--- src/rtl/id_ex_decode_stage.sv ---
// RV32I decode plus ID/EX register: one instruction per cycle, 1-cycle latency.
// Handles load-use hazards with a single bubble, flushes, and holding while EXE stalls.
module id_ex_decode_stage #(
    parameter int ADDR_W = 32,
    parameter int ALU_W  = 4,
    parameter int BR_W   = 3
) (
    input  logic              clk,
    input  logic              rst,
    input  logic              if_valid,
    input  logic [ADDR_W-1:0] if_pc,
    input  logic [31:0]       if_instr,
    input  logic              ex_stall,
    input  logic              flush,
    output logic              hazard_stall,
    output logic              ex_valid,
    output logic [ADDR_W-1:0] pc,
    output logic              registerWriteEnable,
    output logic              dataWriteEnable,
    output logic              regSelect,
    output logic              aluSrcImm,
    output logic [BR_W-1:0]   branchCtr,
    output logic [ALU_W-1:0]  aluCtr,
    output logic [4:0]        rs1,
    output logic [4:0]        rs2,
    output logic [4:0]        rd,
    output logic [ADDR_W-1:0] offset,
    output logic              illegal
);
    localparam logic [6:0] OPC_OP     = 7'b0110011;
    localparam logic [6:0] OPC_OP_IMM = 7'b0010011;
    localparam logic [6:0] OPC_LOAD   = 7'b0000011;
    localparam logic [6:0] OPC_STORE  = 7'b0100011;
    localparam logic [6:0] OPC_BRANCH = 7'b1100011;
    localparam logic [6:0] OPC_JAL    = 7'b1101111;
    localparam logic [6:0] OPC_LUI    = 7'b0110111;

    localparam logic [ALU_W-1:0] ALU_ADD   = ALU_W'(0);
    localparam logic [ALU_W-1:0] ALU_SUB   = ALU_W'(1);
    localparam logic [ALU_W-1:0] ALU_AND   = ALU_W'(2);
    localparam logic [ALU_W-1:0] ALU_OR    = ALU_W'(3);
    localparam logic [ALU_W-1:0] ALU_XOR   = ALU_W'(4);
    localparam logic [ALU_W-1:0] ALU_SLL   = ALU_W'(5);
    localparam logic [ALU_W-1:0] ALU_SRL   = ALU_W'(6);
    localparam logic [ALU_W-1:0] ALU_SRA   = ALU_W'(7);
    localparam logic [ALU_W-1:0] ALU_SLT   = ALU_W'(8);
    localparam logic [ALU_W-1:0] ALU_SLTU  = ALU_W'(9);
    localparam logic [ALU_W-1:0] ALU_PASSB = ALU_W'(10);

    typedef struct packed {
        logic              valid;
        logic [ADDR_W-1:0] pc;
        logic              rwe;
        logic              dwe;
        logic              rsel;
        logic              asi;
        logic [BR_W-1:0]   br;
        logic [ALU_W-1:0]  alu;
        logic [4:0]        rs1;
        logic [4:0]        rs2;
        logic [4:0]        rd;
        logic [ADDR_W-1:0] off;
        logic              ill;
    } idex_t;

    idex_t       q, nxt, dec;
    logic        dec_ok, use_rs1, use_rs2;
    logic [31:0] imm;
    logic [2:0]  f3;

    assign f3 = if_instr[14:12];

    function automatic logic [ALU_W-1:0] alu_op(input logic [2:0] fn, input logic alt);
        case (fn)
            3'b000:  return alt ? ALU_SUB : ALU_ADD;
            3'b001:  return ALU_SLL;
            3'b010:  return ALU_SLT;
            3'b011:  return ALU_SLTU;
            3'b100:  return ALU_XOR;
            3'b101:  return alt ? ALU_SRA : ALU_SRL;
            3'b110:  return ALU_OR;
            default: return ALU_AND;
        endcase
    endfunction

    always_comb begin
        dec       = '0;
        dec.valid = 1'b1;
        dec.pc    = if_pc;
        dec.alu   = ALU_ADD;
        dec_ok    = 1'b0;
        use_rs1   = 1'b0;
        use_rs2   = 1'b0;
        imm       = '0;
        case (if_instr[6:0])
            OPC_OP: begin
                dec_ok  = 1'b1;
                dec.rwe = 1'b1;
                dec.rd  = if_instr[11:7];
                dec.alu = alu_op(f3, if_instr[30]);
                use_rs1 = 1'b1;
                use_rs2 = 1'b1;
            end
            OPC_OP_IMM: begin
                dec_ok  = 1'b1;
                dec.rwe = 1'b1;
                dec.asi = 1'b1;
                dec.rd  = if_instr[11:7];
                // bit 30 only distinguishes SRAI; ADDI has no subtract form
                dec.alu = alu_op(f3, (f3 == 3'b101) && if_instr[30]);
                use_rs1 = 1'b1;
                imm     = {{20{if_instr[31]}}, if_instr[31:20]};
            end
            OPC_LOAD: if (f3 == 3'b010) begin
                dec_ok   = 1'b1;
                dec.rwe  = 1'b1;
                dec.rsel = 1'b1;
                dec.asi  = 1'b1;
                dec.rd   = if_instr[11:7];
                use_rs1  = 1'b1;
                imm      = {{20{if_instr[31]}}, if_instr[31:20]};
            end
            OPC_STORE: if (f3 == 3'b010) begin
                dec_ok  = 1'b1;
                dec.dwe = 1'b1;
                dec.asi = 1'b1;
                use_rs1 = 1'b1;
                use_rs2 = 1'b1;
                imm     = {{20{if_instr[31]}}, if_instr[31:25], if_instr[11:7]};
            end
            OPC_BRANCH: begin
                dec_ok  = (f3 != 3'b010) && (f3 != 3'b011);
                dec.alu = ALU_SUB;
                use_rs1 = 1'b1;
                use_rs2 = 1'b1;
                imm     = {{19{if_instr[31]}}, if_instr[31], if_instr[7],
                           if_instr[30:25], if_instr[11:8], 1'b0};
                case (f3)
                    3'b000:  dec.br = BR_W'(1);
                    3'b001:  dec.br = BR_W'(2);
                    3'b100:  dec.br = BR_W'(3);
                    3'b101:  dec.br = BR_W'(4);
                    3'b110:  dec.br = BR_W'(5);
                    3'b111:  dec.br = BR_W'(6);
                    default: dec.br = BR_W'(0);
                endcase
            end
            OPC_JAL: begin
                dec_ok  = 1'b1;
                dec.rwe = 1'b1;
                dec.br  = BR_W'(7);
                dec.rd  = if_instr[11:7];
                imm     = {{11{if_instr[31]}}, if_instr[31], if_instr[19:12],
                           if_instr[20], if_instr[30:21], 1'b0};
            end
            OPC_LUI: begin
                dec_ok  = 1'b1;
                dec.rwe = 1'b1;
                dec.asi = 1'b1;
                dec.alu = ALU_PASSB;
                dec.rd  = if_instr[11:7];
                imm     = {if_instr[31:12], 12'b0};
            end
            default: dec_ok = 1'b0;
        endcase
        dec.rs1 = use_rs1 ? if_instr[19:15] : 5'd0;
        dec.rs2 = use_rs2 ? if_instr[24:20] : 5'd0;
        dec.off = ADDR_W'($signed(imm));
        if (dec.rd == 5'd0) dec.rwe = 1'b0;
    end

    // Compares raw ID fields against the registered load destination only.
    assign hazard_stall = if_valid & q.valid & q.rsel & (q.rd != 5'd0) & ~flush &
                          ((use_rs1 & (if_instr[19:15] == q.rd)) |
                           (use_rs2 & (if_instr[24:20] == q.rd)));

    always_comb begin
        nxt = q;
        nxt.ill = 1'b0;
        if (flush) begin
            nxt = '0;
        end else if (ex_stall) begin
            nxt.ill = 1'b0;
        end else if (hazard_stall || !if_valid) begin
            nxt = '0;
        end else if (!dec_ok) begin
            nxt     = '0;
            nxt.ill = 1'b1;
        end else begin
            nxt = dec;
        end
    end

    always_ff @(posedge clk or posedge rst) begin
        if (rst) q <= '0;
        else     q <= nxt;
    end

    assign ex_valid            = q.valid;
    assign pc                  = q.pc;
    assign registerWriteEnable = q.rwe;
    assign dataWriteEnable     = q.dwe;
    assign regSelect           = q.rsel;
    assign aluSrcImm           = q.asi;
    assign branchCtr           = q.br;
    assign aluCtr              = q.alu;
    assign rs1                 = q.rs1;
    assign rs2                 = q.rs2;
    assign rd                  = q.rd;
    assign offset              = q.off;
    assign illegal             = q.ill;
endmodule

--- config.mk ---
export PLATFORM = sky130hd
export DESIGN_NAME = id_ex_decode_stage
export DESIGN_NICKNAME = d
export VERILOG_FILES = /design/src/rtl/id_ex_decode_stage.sv
export SDC_FILE = /design/constraint.sdc
export NUM_CORES = 1
export LEC_CHECK = 0
export ABC_AREA = 1
export BUFFER_PORTS_ARGS = -buffer_cell sky130_fd_sc_hd__buf_2
export CAP_MARGIN = 30
export CORE_MARGIN = 4
export CORE_UTILIZATION = 30
export DETAILED_ROUTE_END_ITERATION = 8
export GPL_ROUTABILITY_DRIVEN = 0
export PLACE_DENSITY = 0.63
export SLEW_MARGIN = 20
export SYNTH_ARGS = -nofsm -noshare
export SYNTH_HDL_FRONTEND = slang
export SYNTH_SLANG_ARGS = --single-unit
export TNS_END_PERCENT = 50
--- constraint.sdc ---
create_clock -name clk -period 6.2 [get_ports clk]
set_input_delay 0.31 -clock clk [delete_from_list [all_inputs] [get_ports clk]]
set_output_delay 0.31 -clock clk [all_outputs]
set_load 0.01 [all_outputs]
# Word-level counts from Yosys, hierarchy flattened
# Cells that the tools add are included.
# totals
ff_bits,92
inputBits,69
output_inout_bits,93
elab_cells,84
# classes
eq_ne,19
muxes,31
bitwise_logic,9
reduce_logical,12
# op_table
cell,count
92-bit 2-to-1 mux,3
32-bit case mux with 6 select lines,1
91-bit 2-to-1 mux,1
32-bit 2-to-1 mux,2
4-bit case mux with 7 select lines,2
"7-bit by 6-bit equality test with 1-bit output, second input constant",3
3-bit case mux with 6 select lines,1
4-bit case mux with 4 select lines,1
5-bit 2-to-1 mux,3
"7-bit equality test, second input constant",2
"3-bit equality test, second input constant",4
5-bit equality test,2
5-bit case mux with 2 select lines,1
1-bit 2-to-1 mux,9
1-bit AND,7
"7-bit by 2-bit equality test with 1-bit output, second input constant",1
"7-bit by 5-bit equality test with 1-bit output, second input constant",1
"3-bit by 2-bit equality test with 1-bit output, second input constant",2
"3-bit by 2-bit != test with 1-bit output, second input constant",2
1-bit case mux with 2 select lines,3
1-bit case mux with 3 select lines,2
3-bit case mux with 2 select lines,1
2-bit OR reduction,3
5-bit logical NOT,1
other kinds (12),13

# Longest topological paths before layout
# Gate-level depths: netlist (run 1).
# depth
ltp_word,10
ltp_mapped,12
mapped_depth_nobuf,11

# Worst setup path before layout (run 1)
# Ideal clock, no wire load.
# synth_path
kind,input-to-output
startpoint,input port if_instr[1]
endpoint,output port hazard_stall
arrival_time_ns,1.437
t_required_ns,5.890
path_slack_ns,4.453
cell_stages,10
n_path_buf,2
cell_sequence,nand2_1 nor2_4 nand3_2 nand2_2 nor2_4 nor2_2 nand2_1 buf_6 buf_6 inv_1
# synth_between
elab_chain_len,6
word_cells_on_any_way,14
classes_between,5 x eq/ne; 2 x mux; 4 x bitwise; 3 x reduce/logical
# synth_rtl
element,line_no,source
from (decl),12,"input logic [31:0] if_instr,"
"7-bit equality test, or another cell as far along",95,case (if_instr[6:0])
3-bit OR reduction (no line) or 2-bit OR reduction (tied branches),-,
1-bit case mux with 2 select lines,95,
1-bit AND (on tied branches),"174, 175",
1-bit bitwise OR (*),174,((use_rs1 & (if_instr[19:15] == q.rd)) |
1-bit AND (*),173,assign hazard_stall = if_valid & q.valid & q.rsel & (q.rd != 5'd0) & ~flush &
to (decl),15,"output logic hazard_stall,"
# Every way passes the cells marked *; elsewhere a longest branch is shown, timed or not.

# Worst setup path after layout (run 1)
# layout_path
startpoint,input port if_valid
endpoint,output port hazard_stall
# layout_between
elab_chain_len,5
# layout_rtl
element,line_no,source
from (decl),10,"input logic if_valid,"
1-bit AND (5 in a row),173,
# Every way passes these cells.

==> results of run 1 <==
worst max-delay path, cell delays in order:
cell     delay [ns]
buf_2          0.07
buf_4          0.34
buf_12         0.31
nand4_1        0.18
a21o_1         0.19
nor2_2         0.11
nand2_2        0.30
buf_4          0.48
inv_1          0.11
buf_2          0.13
flip-flops by register name, indices dropped and copies added, names as in the netlist, 3 cells and up:
name,cells
rs2,5
rd,5
offset,32
pc,32
rs1,5
branchCtr,3
aluCtr,4
synth_stat cells (3+ instances only):
cell,count
clkbuf_1,22
xnor2_1,5
xor2_1,3
buf_4,3
dfrtp_1,92
inv_2,3
nand2_1,259
nand4_1,93
o21ai_0,31
nor2_2,3
a21oi_1,4
nand2_2,3
nor2_1,66
buf_6,8
buf_2,10
nor2_4,4
inv_1,46
nand3_1,26
cell type report:
type	instances	area share (%)
diodes	1	0.0398
clock buffers	10	3.80
clock inverters	5	0.597
inverters	50	3.02
multi-input cells	503	37.0
flip-flops and latches	92	36.6
well taps	220	4.38
repair buffers	170	14.5
layer usage:
metal / vias up / part of all wire, % / track usage [%]
met5: - / 0 / 0
met2: 172 / 44 / 25.2
met3: 20 / 8.4 / 5.95
li1: 2522 / - / -
met4: 0 / 1.5 / 5.60
met1: 2339 / 46 / 24.7
worst paths after layout:
path / endpoint / depth (start not counted) / from / slack (ns)
setup / recovery: hazard_stall / 10 / if_valid / 3.32
hold / removal: pc[23]$_DFFE_PP0P_ / 3 / if_pc[23] / 0.21
setup reg to reg: branchCtr[1]$_DFFE_PP0P_ / 7 / rd[4]$_DFFE_PP0P_ / 3.81
hold reg to reg: pc[30]$_DFFE_PP0P_ / 2 / pc[30]$_DFFE_PP0P_ / 0.47
max in group asynchronous: offset[24]$_DFFE_PP0P_ / 4 / rst / 4.51
min in group asynchronous: pc[20]$_DFFE_PP0P_ / 3 / rst / 0.50
cells in the final DEF, fill, tap and decap left out:
| cell type | instances |
|---|---|
| nor4_1 | 1 |
| diode_2 | 1 |
| nand4_1 | 93 |
| clkinv_1 | 1 |
| nand3_4 | 1 |
| o21ai_0 | 31 |
| clkinv_2 | 1 |
| nor2_1 | 65 |
| a21oi_1 | 4 |
| clkbuf_8 | 1 |
| clkinvlp_4 | 2 |
| inv_1 | 45 |
| xnor2_1 | 5 |
| nor3_1 | 1 |
| nand2_1 | 258 |
| buf_4 | 5 |
| a21o_1 | 1 |
| inv_2 | 3 |
| inv_4 | 1 |
| nand2_2 | 4 |
| buf_2 | 161 |
| clkbuf_16 | 9 |
| xor2_1 | 3 |
| inv_6 | 1 |
| dfrtp_1 | 92 |
| dlygate4sd3_1 | 1 |
| clkinv_4 | 1 |
| nor2_4 | 5 |
| nand2_4 | 1 |
| nand3_1 | 26 |
| nor2_2 | 3 |
| nand3_2 | 1 |
| buf_12 | 3 |
power by group through the flow:
stage	sequential [mW]	combinational (mW)	clock (mW)
global placement	0.613	0.101	0
CTS	0.601	0.103	0.542
floorplan	0.614	0.0511	0
detailed placement	0.613	0.102	0
global route	0.601	0.116	0.567
finish	0.602	0.104	0.524
metrics by stage:
| step | cell area, sq um | setup slack [ns] | utilization (%) |
|---|---|---|---|
| 3_3_place_gp | 5940 | 3.05 | 35.9 |
| 5_1_grt | 6290 | 3.09 | 38.0 |
| 4_1_cts | 6240 | 3.10 | 37.8 |
| 6_report | 6290 | 3.32 | 38.0 |
| 3_5_place_dp | 5960 | 2.98 | 36.1 |
| 2_1_floorplan | 5060 | 3.50 | - |
kinds of logic after synthesis:
group	count (synthesis)	synth area share (%)
AOI/OAI and AO/OA	36	3.61
xor gates and xnor gates	8	1.39
buffers and inverters	94	8.64
DFF	92	45.5
and+or+nand+nor	459	40.8
==> results.cfg, run 1 <==
[outcome]
outcome = complete, no violations

[global_routing]
grt_pass1_wl_mm = 25.9
gr-total-overflow = 0
groute.usage.overall_pct = 17.5
antenna_found_initial = 1
grt_max_degree = 94
grt_pass1_vias = 4763

[power]
intPower_mw = 0.914
finalPower_mw = 1.23
seq_power_share_pct = 48.9
sw_frac_of_total_pct = 25.7
clkPwrFrac_pct = 42.6
p_comb_share_pct = 8.5
ir_drop_uv = 111
power_per_cell_area_nw_per_um2 = 196
p_switching_mw = 0.315
power.leakage_nw = 3.81

[cts]
clock_sink_count = 92
cts_buffer_depth = 2
clock_latency_ns = 0.35
cts-buffers-inserted = 9
post_cts_resized = 0
cts_tree = yes
h-tree-depth = 3
cts-root-buf = clkbuf_16
cts-hold-fix-buffers = 1
cts_setup_buffers = 0
clkSlewWorstSetupHoldPaths_ns = 0.07

[yosys]
yosys-top-cells-area = dfrtp_1 (46%), nand2_1 (19%), nand4_1 (12%), nor2_1 (4.9%), inv_1 (3.4%)
syn_inst = 689
yosys_warnings = 0
yosys.area.top_type_share_pct = 45.5
synthDistinctLibCells = 26
syn_area_per_cell_sq_um = 7.34
synth_area_sq_um = 5060
synth_nets = 758
synth_edf_count = 0
ys_seq_area_share_pct = 45.5
ys_ff_latch = 92
synth_top_cell_by_area = dfrtp_1
synthArstFlopShare_pct = 100
ys.flop_type = dfrtp_1

[place]
dpl.hpwl_mm = 11.8
io_buffers = 161
dp_cells = 1032

[sta]
final_max_slew_viol_count = 0
hold_viol = 0
max_freq_ghz = 0.347
fin_crit_ns = 2.88
hold_slack_ns = 0.205
rsz0062_at_grt = no
max_slew.worst_pin.slew_ns = 0.843
tns_ns = 0
finClkSkew_ns = 0.00839
min_period_over_period_pct = 46.5
final-setup-viol-count = 0
slew_headroom_pct = 43.8

[die]
fp.dieW_um = 138
core_sq_um = 16500
initial_utilization_pct = 30.6
num_rows = 47
io_pins = 162
dieHeight_um = 138
fp.dieArea_sq_um = 19000

[setup_path]
critPathMaxFanout = 68
cp-end-kind = output pin
critPathKind = input port to output pin
critPathLaunchType = input port
cp.arrival_ns = 2.57
cp.required_ns = 5.89

[layout]
fin_cells = 1051
fin_nets = 895
multi_input_area_sq_um = 2330
area_growth_syn_to_layout_pct = 24.4
fill_cells = 1804
drive_above_1_share_pct = 24.5
regArea_sq_um = 2300

[route]
wl_per_cell_um = 16.1
totalWireLength_mm = 16.9
drtAntennaViolNets = 0
drc_errors = 0
firstDrtPassIters = 5
drtIter0Drc = 419
num_vias = 5053
avgViaCountPerCell = 4.81

[hold_path]
hold_class = input port to flop

[run]
drv_cap = 0
Power figures use the tool's default switching activity.
==> run 2, diff against run 1 <==
- clock period: 6.2 -> 2.9 ns (I/O delays scaled with it)
==> run 2 against run 1 <==
Routed wire length down 1.3%. Via count up 0.61%. Register-to-register slack worse by 2.5 ns. Critical endpoint unchanged.
==> results.cfg, run 2 (synthesized netlist as in run 1, its figures left out) <==
[cts]
h-tree-depth = 3
post_cts_resized = 0
clkSlewWorstSetupHoldPaths_ns = 0.07
cts-buffers-inserted = 9
cts-hold-fix-buffers = 1
cts-root-buf = clkbuf_16
cts_buffer_depth = 2
cts_setup_buffers = 0
clock_sink_count = 92
clock_latency_ns = 0.35
cts_tree = yes

[setup_path]
crit_path_max_incr_delay_ns = 0.46
crit_family = buffers and inverters
critical_path.cell_chain = nor3_1 > a21o_1 > nor2_2 > nand2_2 > buf_12 > inv_1 > buf_2
cp-end-kind = output pin
critPathMaxFanout = 68
cp.arrival_ns = 1.84
cp.required_ns = 2.76
path_buf_inv = 3
critPathLaunchType = flop
cpMaxStageDelayCell = dfrtp_1
critPathKind = flop to output pin
r2r_slack_ns = 1.28

[layout]
regArea_sq_um = 2300
fill_cells = 1787
drive_above_1_share_pct = 24.9
final_common_cell = nand2_1
multi_input_area_sq_um = 2330
area_growth_syn_to_layout_pct = 25.4
final_cell_mix = nand2_1 (258), buf_2 (161), nand4_1 (93)
fin_nets = 899

[route]
num_vias = 5084
totalWireLength_mm = 16.7
drc_errors = 0
wl_per_cell_um = 15.8
drtIter0Drc = 483
drtAntennaViolNets = 0
firstDrtPassIters = 5
avgViaCountPerCell = 4.81

[sta]
hold_viol = 0
min_period_over_period_pct = 68.4
fin_ws_ns = 0.916
tns_ns = 0
max_slew.worst_pin.slew_ns = 0.935
hold_slack_ns = 0.0381
fin_crit_ns = 1.98
max_freq_ghz = 0.504
slew_headroom_pct = 37.6
final-setup-viol-count = 0
finClkSkew_ns = 0.00448
rsz0062_at_grt = no
final_max_slew_viol_count = 0

[power]
ir_drop_uv = 264
power.leakage_nw = 3.85
power_per_cell_area_nw_per_um2 = 410
finalPower_mw = 2.60

[die]
num_rows = 47
dieHeight_um = 138
io_pins = 162
fp.dieArea_sq_um = 19000
core_sq_um = 16500
initial_utilization_pct = 30.6
fp.dieW_um = 138

[place]
dpl_worst_slack_ns = 0.651
io_buffers = 161
dpl.hpwl_mm = 12.0

[outcome]
outcome = complete, no violations

[run]
drv_cap = 0

[global_routing]
grt.met3_usage_pct = 6.14
grt-busiest-layer = met2
grt_pass1_wl_mm = 25.8
antenna_found_initial = 1
met1_usage_pct = 23.9
grt_max_degree = 93
gr-total-overflow = 0
groute.usage.overall_pct = 17.4
grt_pass1_vias = 4767
met2_usage_pct = 25.7

[hold_path]
hold_class = input port to flop
==> run 2: cell types whose count changed in the layout (fill, tap and decap cells not counted), sizes merged <==
cell,previous run,this run
buf,169,173
clkinv,3,7
clkinvlp,2,0
clkbuf,10,9
==> run 2: layout make-up <==
type,instances,area share (%)
clock buffer,9,3.55
tap,220,4.34
antenna,1,0.0395
timing repair buffer,174,15.4
multi-input combinational,503,36.7
clock inverter,7,0.671
inverter,50,3.00
sequential,92,36.3
==> run 2: metal layers <==
layer  share of wire (%)  vias up
li1                    -     2536
met1                  45     2363
met2                  45      168
met3                 9.0       17
met4                 1.4        0
met5                   0        -
==> run 2: through the flow <==
stage               std cells  utilization (%)  instance area, sq um
global route             1056             38.4                  6340
detailed placement       1038             36.7                  6060
global placement         1037             36.5                  6030
finish                   1056             38.4                  6340
CTS                      1055             38.4                  6340
floorplan                 689                -                  5060
==> run 2: path summary, 6_finish.rpt <==
check	startpoint	to	cells after the start
setup / recovery	rd[4]$_DFFE_PP0P_	hazard_stall	7
hold / removal	if_pc[31]	pc[31]$_DFFE_PP0P_	3
setup reg to reg	rd[4]$_DFFE_PP0P_	rd[2]$_DFFE_PP0P_	7
hold reg to reg	pc[6]$_DFFE_PP0P_	pc[6]$_DFFE_PP0P_	2
max in group asynchronous	rst	rs1[0]$_DFFE_PP0P_	4
min in group asynchronous	rst	pc[26]$_DFFE_PP0P_	3
==> run 2: where the power goes <==
part / switching (mW) / total, mW / leakage, nW / internal, mW
logic: 0.153 / 0.221 / 2.43 / 0.0677
registers: 0.00114 / 1.29 / 1.29 / 1.29
clock network: 0.515 / 1.09 / 0.139 / 0.578
total: 0.669 / 2.60 / 3.85 / 1.93
==> run 2: worst register-to-register path: stages, from the launching register on <==
cell     delay [ns]
dfrtp_1        0.46
nor3_1         0.22
a21o_1         0.15
nor2_2         0.04
nand2_2        0.09
buf_12         0.29
nand4_1        0.19
nand2_1        0.11
